$ cat src/rtl/vga_timing_gen.sv
// Parametrised raster timing generator; steps one pixel per enabled clock.
// Registered outputs describe the pixel just stepped; visible_next looks one enabled pixel ahead.
module vga_timing_gen #(
  parameter int H_VISIBLE         = 640,
  parameter int H_FRONT           = 16,
  parameter int H_SYNC            = 96,
  parameter int H_BACK            = 48,
  parameter int V_VISIBLE         = 480,
  parameter int V_FRONT           = 10,
  parameter int V_SYNC            = 2,
  parameter int V_BACK            = 33,
  parameter int HSYNC_ACTIVE_HIGH = 0,
  parameter int VSYNC_ACTIVE_HIGH = 0,
  parameter int CNT_W             = 12
) (
  input  logic             clock,
  input  logic             reset,
  input  logic             enable,
  output logic             hsync,
  output logic             vsync,
  output logic             visible,
  output logic             visible_next,
  output logic [CNT_W-1:0] pixel_x,
  output logic [CNT_W-1:0] pixel_y,
  output logic             line_start,
  output logic             frame_start
);

  localparam int H_TOTAL = H_VISIBLE + H_FRONT + H_SYNC + H_BACK;
  localparam int V_TOTAL = V_VISIBLE + V_FRONT + V_SYNC + V_BACK;

  if ((H_TOTAL > (1 << CNT_W)) || (V_TOTAL > (1 << CNT_W)) ||
      (H_FRONT == 0) || (H_SYNC == 0) || (H_BACK == 0) ||
      (V_FRONT == 0) || (V_SYNC == 0) || (V_BACK == 0)) begin : g_bad_params
    $error("vga_timing_gen: timing parameters out of range");
  end

  localparam logic [CNT_W-1:0] ZERO       = '0;
  localparam logic [CNT_W-1:0] ONE        = CNT_W'(1);
  localparam logic [CNT_W-1:0] H_LAST     = CNT_W'(H_TOTAL - 1);
  localparam logic [CNT_W-1:0] V_LAST     = CNT_W'(V_TOTAL - 1);
  localparam logic [CNT_W-1:0] H_VIS      = CNT_W'(H_VISIBLE);
  localparam logic [CNT_W-1:0] V_VIS      = CNT_W'(V_VISIBLE);
  localparam logic [CNT_W-1:0] H_SYNC_BEG = CNT_W'(H_VISIBLE + H_FRONT);
  localparam logic [CNT_W-1:0] H_SYNC_END = CNT_W'(H_VISIBLE + H_FRONT + H_SYNC);
  localparam logic [CNT_W-1:0] V_SYNC_BEG = CNT_W'(V_VISIBLE + V_FRONT);
  localparam logic [CNT_W-1:0] V_SYNC_END = CNT_W'(V_VISIBLE + V_FRONT + V_SYNC);
  localparam logic             H_ON       = (HSYNC_ACTIVE_HIGH != 0) ? 1'b1 : 1'b0;
  localparam logic             V_ON       = (VSYNC_ACTIVE_HIGH != 0) ? 1'b1 : 1'b0;

  logic [CNT_W-1:0] h_cnt_r;
  logic [CNT_W-1:0] v_cnt_r;
  logic [CNT_W-1:0] h_next_s;
  logic [CNT_W-1:0] v_next_s;
  logic             hsync_s;
  logic             vsync_s;

  function automatic logic in_active(input logic [CNT_W-1:0] h, input logic [CNT_W-1:0] v);
    return (h < H_VIS) && (v < V_VIS);
  endfunction

  function automatic logic in_window(input logic [CNT_W-1:0] c,
                                     input logic [CNT_W-1:0] beg,
                                     input logic [CNT_W-1:0] fin);
    return (c >= beg) && (c < fin);
  endfunction

  // Raster successor: wrap at line end, and both axes at frame end.
  always_comb begin
    h_next_s = h_cnt_r;
    v_next_s = v_cnt_r;
    if (h_cnt_r == H_LAST) begin
      h_next_s = ZERO;
      if (v_cnt_r == V_LAST) begin
        v_next_s = ZERO;
      end else begin
        v_next_s = v_cnt_r + ONE;
      end
    end else begin
      h_next_s = h_cnt_r + ONE;
    end
  end

  // Sync windows of the current counters, mapped to the configured polarity.
  always_comb begin
    hsync_s = ~H_ON;
    vsync_s = ~V_ON;
    if (in_window(h_cnt_r, H_SYNC_BEG, H_SYNC_END)) begin
      hsync_s = H_ON;
    end else begin
      hsync_s = ~H_ON;
    end
    if (in_window(v_cnt_r, V_SYNC_BEG, V_SYNC_END)) begin
      vsync_s = V_ON;
    end else begin
      vsync_s = ~V_ON;
    end
  end

  // Counters and output registers advance together, only on enabled edges.
  always_ff @(posedge clock or posedge reset) begin
    if (reset) begin
      h_cnt_r      <= ZERO;
      v_cnt_r      <= ZERO;
      hsync        <= ~H_ON;
      vsync        <= ~V_ON;
      visible      <= 1'b0;
      visible_next <= 1'b1;
      pixel_x      <= ZERO;
      pixel_y      <= ZERO;
      line_start   <= 1'b0;
      frame_start  <= 1'b0;
    end else if (enable) begin
      h_cnt_r      <= h_next_s;
      v_cnt_r      <= v_next_s;
      hsync        <= hsync_s;
      vsync        <= vsync_s;
      visible      <= in_active(h_cnt_r, v_cnt_r);
      visible_next <= in_active(h_next_s, v_next_s);
      pixel_x      <= h_cnt_r;
      pixel_y      <= v_cnt_r;
      line_start   <= (h_cnt_r == ZERO);
      frame_start  <= (h_cnt_r == ZERO) && (v_cnt_r == ZERO);
    end
  end

endmodule

$ cat config.mk
export PLATFORM = sky130hd
export DESIGN_NAME = vga_timing_gen
export DESIGN_NICKNAME = d
export VERILOG_FILES = /design/src/rtl/vga_timing_gen.sv
export SDC_FILE = /design/constraint.sdc
export NUM_CORES = 1
export LEC_CHECK = 0
export CELL_PAD_IN_SITES_DETAIL_PLACEMENT = 1
export CELL_PAD_IN_SITES_GLOBAL_PLACEMENT = 1
export CORE_AREA = 2 2 83 85
export DETAILED_ROUTE_END_ITERATION = 12
export DIE_AREA = 0 0 85 87
export PLACE_DENSITY_LB_ADDON = 0.1
export SYNTH_ARGS = -nofsm -noshare
export SYNTH_HDL_FRONTEND = slang
export SYNTH_SLANG_ARGS = --single-unit
$ cat constraint.sdc
create_clock -name clock -period 2.3 [get_ports clock]
set_input_delay 0.46 -clock clock [delete_from_list [all_inputs] [get_ports clock]]
set_output_delay 0.46 -clock clock [all_outputs]
set_load 0.05 [all_outputs]
==> impl_metrics.py, run 1 <==
metrics = {
    "sta": {
        "drv_slew": 0,
        "whs_ns": 0.4626,
        "setup_violations": 0,
        "tns_ns": 0,
        "rsz0062_at_grt": "no",
        "worstMarginPinSlew_ns": 0.5033,
        "fin_crit_ns": 2.097,
        "finClkSkew_ns": 0.004971,
        "fmax_ghz": 0.4769,
        "hold_viol_final": 0,
        "fin_crit_sh_pct": 91.17,
        "relSlewSlack_pct": 66.34,
    },
    "synth": {
        "synthCells": 265,
        "synth_seq_cells": 54,
        "synth_xor_area_share_pct": 3.183,
        "yosysWarnings": 0,
        "ys.flop_type": "dfrtp_1",
        "ys_async_sr_fraction_pct": 100.0,
        "netlist_top_cells_count": "51 x dfrtp_1, 24 x mux2_2, 24 x nand2_1",
        "yosysTopAreaCell": "dfrtp_1",
        "ys_seq_area_share_pct": 49.25,
        "synthAdderAreaFrac_pct": 2.274,
        "synthesis.area_um2": 2751,
        "avgSynthCellArea_um2": 10.38,
        "synthDistinctLibCells": 50,
        "synth_edf_count": 0,
        "synth_top_cell_area_share_pct": 46.38,
        "synth_mux_area_share_pct": 10.91,
        "yosys.cell_count.top_type": "dfrtp_1",
        "synth_top_family_by_area": "simple AND/OR/NAND/NOR gates",
        "synth_area_leaders": "dfrtp_1 46%, mux2_2 9.8%, o21ai_0 3.6%",
        "syn_nets": 273,
        "synth_compound_area_share_pct": 9.277,
        "synth-simple-area-share_pct": 19.65,
    },
    "final_layout": {
        "syn2layout_area_growth_pct": 18.10,
        "n_fill_cell": 721,
        "fin_cells": 378,
        "diodes": 0,
        "postLayoutCoreUtil_pct": 49.47,
        "fin_nets": 305,
        "drive_above_1_share_pct": 17.79,
    },
    "global_routing": {
        "grt_antenna_before_repair": 0,
        "grt_max_degree": 46,
        "grt_pass1_wl_um": 10820,
        "grt_pass1_vias": 2211,
        "grt_overflow": 0,
        "grtUsageTotal_pct": 18.52,
    },
    "clock_network": {
        "htreeDepth": 2,
        "cts_buffers": 5,
        "clk_latency_ns": 0.30,
        "cts_tree": "yes",
        "cts_sinks": 54,
        "root_buffer": "clkbuf_8",
        "clk_pin_slew_worst_paths_ns": 0.09,
        "max-clock-path-buffers": 2,
        "cts_hold_buf": 0,
    },
    "die": {
        "die_h_um": 87,
        "die_w_um": 85,
        "ios": 33,
        "start_util_pct": 41.89,
        "rows": 30,
        "die_area_um2": 7395,
        "core-area_um2": 6569,
    },
    "pwr": {
        "power.total_uw": 2180,
        "p_sw_uw": 719.7,
        "comb_power_share_pct": 24.4,
        "power_density_nw_per_um2": 670.9,
        "p_clk_share_pct": 23.2,
        "peakVddDrop_mv": 0.3894,
        "seqPwrFrac_pct": 52.4,
        "intPower_uw": 1460,
        "p_leak_uw": 0.001377,
        "sw_frac_of_total_pct": 33.01,
    },
    "route": {
        "vias": 2089,
        "drt_pass1_iterations": 4,
        "via_per_inst": 5.526,
        "drt_iter0_drc": 69,
        "totalWireLength_um": 6359,
        "ant_nets": 0,
        "drcViolationCount": 0,
        "avgRoutedWirePerCell_um": 16.82,
    },
    "worst_setup_path": {
        "required_ns": 2.54,
        "r2r-end": "visible_next",
        "cp_num_buf_inv": 0,
        "rrSetupSlack_ns": 0.20,
        "crit_top_cell": "nand3_1",
        "critPathMaxFanout": 8,
        "cpLargestDelayFamily": "simple AND/OR/NAND/NOR gates",
        "critPathKind": "reg -> reg",
        "r2r_start": "v_cnt_r[0]",
        "path_cells": "ha_1 > nand3_1 > nor4_2 > nand3_1 > or3_1 > o21ai_0 > a32o_1",
        "slowest_delay_ns": 0.49,
        "cp-start-kind": "flop",
        "cp_data_arrival_time_ns": 2.34,
        "reg2reg_depth": 7,
        "cp_slowest_cell": "dfrtp_1",
        "endpoint_kind": "flop",
    },
    "placed_design": {
        "io_buffer_count": 32,
        "place_inst": 370,
        "place_congestion": 0.8173,
        "hpwl_um": 4731,
    },
    "hold_path": {
        "hold_start": "enable",
        "hold_depth": 4,
        "hold_path.class": "in -> reg",
        "whs_endpoint": "frame_start",
    },
    "run_status": {
        "status": "finished, final reports clean",
    },
    "run": {
        "drv_cap": 0,
    },
}
[tightest hold or removal path, stage by stage]
cell and delay [ns]:
buf_2 0.10, inv_2 0.06, nand2_1 0.06, o41ai_1 0.05
[flip-flops by register name, summed over array words and instances, names as in the netlist]
name,flops
v_cnt_r,12
pixel_x,12
vsync,1
frame_start,1
visible,1
h_cnt_r,12
visible_next,1
line_start,1
hsync,1
pixel_y,12
[routing by layer]
metal	GRT usage [%]	share of wire [%]	vias up
li1	-	-	1000
met1	22.27	44	1059
met2	34.38	53	25
met3	2.938	2.0	5
met4	4.906	0.86	0
met5	0	0	-
[cell families (layout without fill, tap and decap cells)]
group / Yosys count / count (layout)
AND/OR/NAND/NOR: 93 / 93
buffers and inverters: 33 / 66
AO/OA/AOI/OAI: 43 / 43
flip-flops: 54 / 54
adder cells (fa/ha/maj): 5 / 5
XOR/XNOR: 10 / 10
multiplexers: 27 / 27
[layout make-up]
cell class / count / area [um2] / area share [%]
Sequential cell: 54 / 1356 / 41.74
Multi-Input combinational cell: 178 / 1246 / 38.35
Timing Repair Buffer: 43 / 410.4 / 12.63
Tap cell: 80 / 100.1 / 3.080
Clock buffer: 8 / 80.08 / 2.464
Inverter: 15 / 56.30 / 1.733
[per-stage QoR]
| stage | setup WS (ns) | area [um2] |
|---|---|---|
| global placement | 0.2592 | 3168 |
| CTS | 0.1816 | 3248 |
| detailed placement | 0.2293 | 3168 |
| floorplan | 0.5304 | 2751 |
| finish | 0.2031 | 3249 |
| global route | 0.01647 | 3249 |
[power groups by stage]
stage          Clock [uW]  Combinational [uW]  Sequential [uW]
4_1_cts               537                 540             1140
2_1_floorplan           0                 223             1310
3_5_place_dp            0                 538             1160
3_3_place_gp            0                 530             1160
6_report              506                 532             1140
5_1_grt               572                 572             1160
[how the worst max path moves through the flow]
stage / from / to / slack, ns / depth (start not counted)
final: v_cnt_r[0] / visible_next / 0.20 / 7
after global routing: v_cnt_r[0] / visible_next / 0.02 / 7
after CTS: hsync / hsync / 0.18 / 1
after detailed placement: v_cnt_r[1] / visible_next / 0.23 / 7
after global placement: v_cnt_r[1] / visible_next / 0.26 / 7
after floorplan: reset / frame_start / 0.53 / 1
[cell usage in the layout, fill, tap and decap left out, types with 3 or more instances in the layout]
cell,n
xnor2_1,9
dfstp_2,3
clkbuf_1,3
nor3_1,5
buf_4,10
mux2i_1,3
clkbuf_8,5
ha_1,5
mux2_2,24
inv_1,13
o21ai_0,20
nand4_1,11
nor2_1,11
dfrtp_1,50
nand2_1,24
a21oi_1,8
and3_1,6
clkdlybuf4s50_1,31
nand3_1,13
o22ai_1,3
[what timing repair did]
| action | in CTS | in global routing |
|---|---|---|
| endpoints found under the setup margin | 0 | 1 |
| resized for setup | 0 | 1 |
| endpoints found under the hold margin | 0 | 0 |
| buffers inserted | 0 | 0 |
Power figures use the tool's default switching activity.
==> run 2: changes to the inputs <==
--- a/config.mk
+++ b/config.mk
@@ -5,12 +5,14 @@
 export SDC_FILE = /design/constraint.sdc
 export NUM_CORES = 1
 export LEC_CHECK = 0
+export ABC_CLOCK_PERIOD_IN_PS = 2300
 export CELL_PAD_IN_SITES_DETAIL_PLACEMENT = 1
 export CELL_PAD_IN_SITES_GLOBAL_PLACEMENT = 1
 export CORE_AREA = 2 2 83 85
 export DETAILED_ROUTE_END_ITERATION = 12
 export DIE_AREA = 0 0 85 87
 export PLACE_DENSITY_LB_ADDON = 0.1
+export SETUP_SLACK_MARGIN = 0.5
 export SYNTH_ARGS = -nofsm -noshare
 export SYNTH_HDL_FRONTEND = slang
 export SYNTH_SLANG_ARGS = --single-unit
==> impl_metrics.py, run 2 (synthesis results as in run 1) <==
metrics = {
    "clock_network": {
        "clk_latency_ns": 0.30,
        "root_buffer": "clkbuf_8",
        "htreeDepth": 2,
        "cts_buffers": 5,
        "cts_sinks": 54,
        "max-clock-path-buffers": 2,
        "cts_tree": "yes",
        "cts_hold_buf": 0,
        "clk_pin_slew_worst_paths_ns": 0.09,
    },
    "worst_setup_path": {
        "critPathMaxFanout": 4,
        "critPathKind": "reg -> reg",
        "cp-start-kind": "flop",
        "required_ns": 2.54,
        "cp_data_arrival_time_ns": 2.08,
        "endpoint_kind": "flop",
    },
    "route": {
        "totalWireLength_um": 7165,
        "ant_nets": 0,
        "drt_pass1_iterations": 4,
        "drt_iter0_drc": 81,
        "vias": 2213,
        "avgRoutedWirePerCell_um": 18.00,
        "via_per_inst": 5.560,
        "drcViolationCount": 0,
    },
    "sta": {
        "rsz0062_at_grt": "yes",
        "relSlewSlack_pct": 66.83,
        "hold_viol_final": 0,
        "setup_violations": 0,
        "fin_crit_ns": 1.843,
        "fin_crit_sh_pct": 80.14,
        "fmax_ghz": 0.5425,
        "worstMarginPinSlew_ns": 0.4975,
        "finClkSkew_ns": 0.008074,
        "drv_slew": 0,
        "tns_ns": 0,
    },
    "run_status": {
        "status": "finished, final reports clean",
    },
    "final_layout": {
        "final_common_cell": "dfrtp_1",
        "fin_area_um2": 3558,
        "diodes": 0,
        "fin_nets": 325,
        "drive_above_1_share_pct": 33.02,
        "syn2layout_area_growth_pct": 29.33,
        "postLayoutCoreUtil_pct": 54.17,
        "mostFrequentLayoutCells": "42 x dfrtp_1, 28 x buf_4, 27 x dlygate4sd2_1, 24 x mux2_2, 24 x nand2_1",
    },
    "die": {
        "die_h_um": 87,
        "core-area_um2": 6569,
        "die_area_um2": 7395,
        "die_w_um": 85,
        "rows": 30,
        "ios": 33,
        "start_util_pct": 41.89,
    },
    "global_routing": {
        "grt_pass1_wl_um": 11390,
        "grt_antenna_before_repair": 0,
        "grt_overflow": 0,
        "grt_max_degree": 46,
        "grtUsageTotal_pct": 19.47,
        "grt_pass1_vias": 2312,
    },
    "placed_design": {
        "io_buffer_count": 32,
        "hpwl_um": 4731,
        "place_area_um2": 3168,
        "place_congestion": 0.8173,
    },
    "run": {
        "drv_cap": 0,
    },
    "pwr": {
        "peakVddDrop_mv": 0.3647,
        "p_leak_uw": 0.001597,
        "power_density_nw_per_um2": 624.8,
    },
    "hold_path": {
        "hold_path.class": "in -> async",
    },
}
run 2: cell types whose count changed in the layout (fill, tap and decap cells not counted), sizes merged:
cell	previous run	this run
dlygate4sd2	0	27
clkdlybuf4s50	31	1
clkbuf	8	9
clkdlybuf4s15	0	2
buf	12	32
run 2: report_power, final:
part / switching, uW / internal [uW] / leakage, uW / total [uW]
Clock: 294 / 217 / 0.0000395 / 512
Sequential: 102 / 1040 / 0.000689 / 1140
Combinational: 359 / 208 / 0.000869 / 567
Total: 755 / 1470 / 0.00160 / 2220
run 2: final timing paths:
| kind | from | endpoint | slack (ns) | depth (start not counted) |
|---|---|---|---|---|
| max in group asynchronous | reset | visible_next | 1.24 | 3 |
| hold reg to reg | hsync | hsync | 0.51 | 2 |
| hold / removal | reset | pixel_y[0] | 0.46 | 2 |
| setup / recovery | v_cnt_r[1] | visible_next | 0.46 | 7 |
| setup reg to reg | v_cnt_r[1] | visible_next | 0.46 | 7 |
| min in group clock | enable | frame_start | 0.47 | 4 |
run 2: what timing repair did:
item                                   4_1_cts  5_1_grt
setup buffers                               12        8
endpoints found under the hold margin        0        0
pin swaps                                    7       15
setup endpoints to repair                   45       17
gates resized for setup                     55       30
run 2: metal layers:
layer	global-route usage [%]	wire (um)
met2	36.79	3872
met4	4.762	80
met5	0	0
met1	23.17	3050
met3	2.844	162
run 2: metrics by stage:
step | power [uW] | cells | hold slack, ns | setup slack [ns]
floorplan | 1531 | 265 | 0.5170 | 0.5304
global placement | 1692 | 370 | 0.4894 | 0.2592
detailed placement | 1702 | 370 | 0.4955 | 0.2293
CTS | 2229 | 390 | 0.4601 | 0.4554
global route | 2344 | 398 | 0.4837 | 0.3598
finish | 2223 | 398 | 0.4597 | 0.4568
run 2: final cells by class:
type	instances	area [um2]
well taps	80	100.1
inverters	15	56.30
repair buffers	63	531.8
multi-input cells	178	1424
fillers	714	3010
flip-flops and latches	54	1366
clock buffers	8	80.08
run 2: worst max-delay path, stage by stage (launching register included):
cell,delay (ns)
dfrtp_2,0.43
ha_4,0.17
and3_1,0.24
nand3_2,0.16
nor3_4,0.18
o2111ai_4,0.14
and4b_1,0.20
a32o_1,0.25
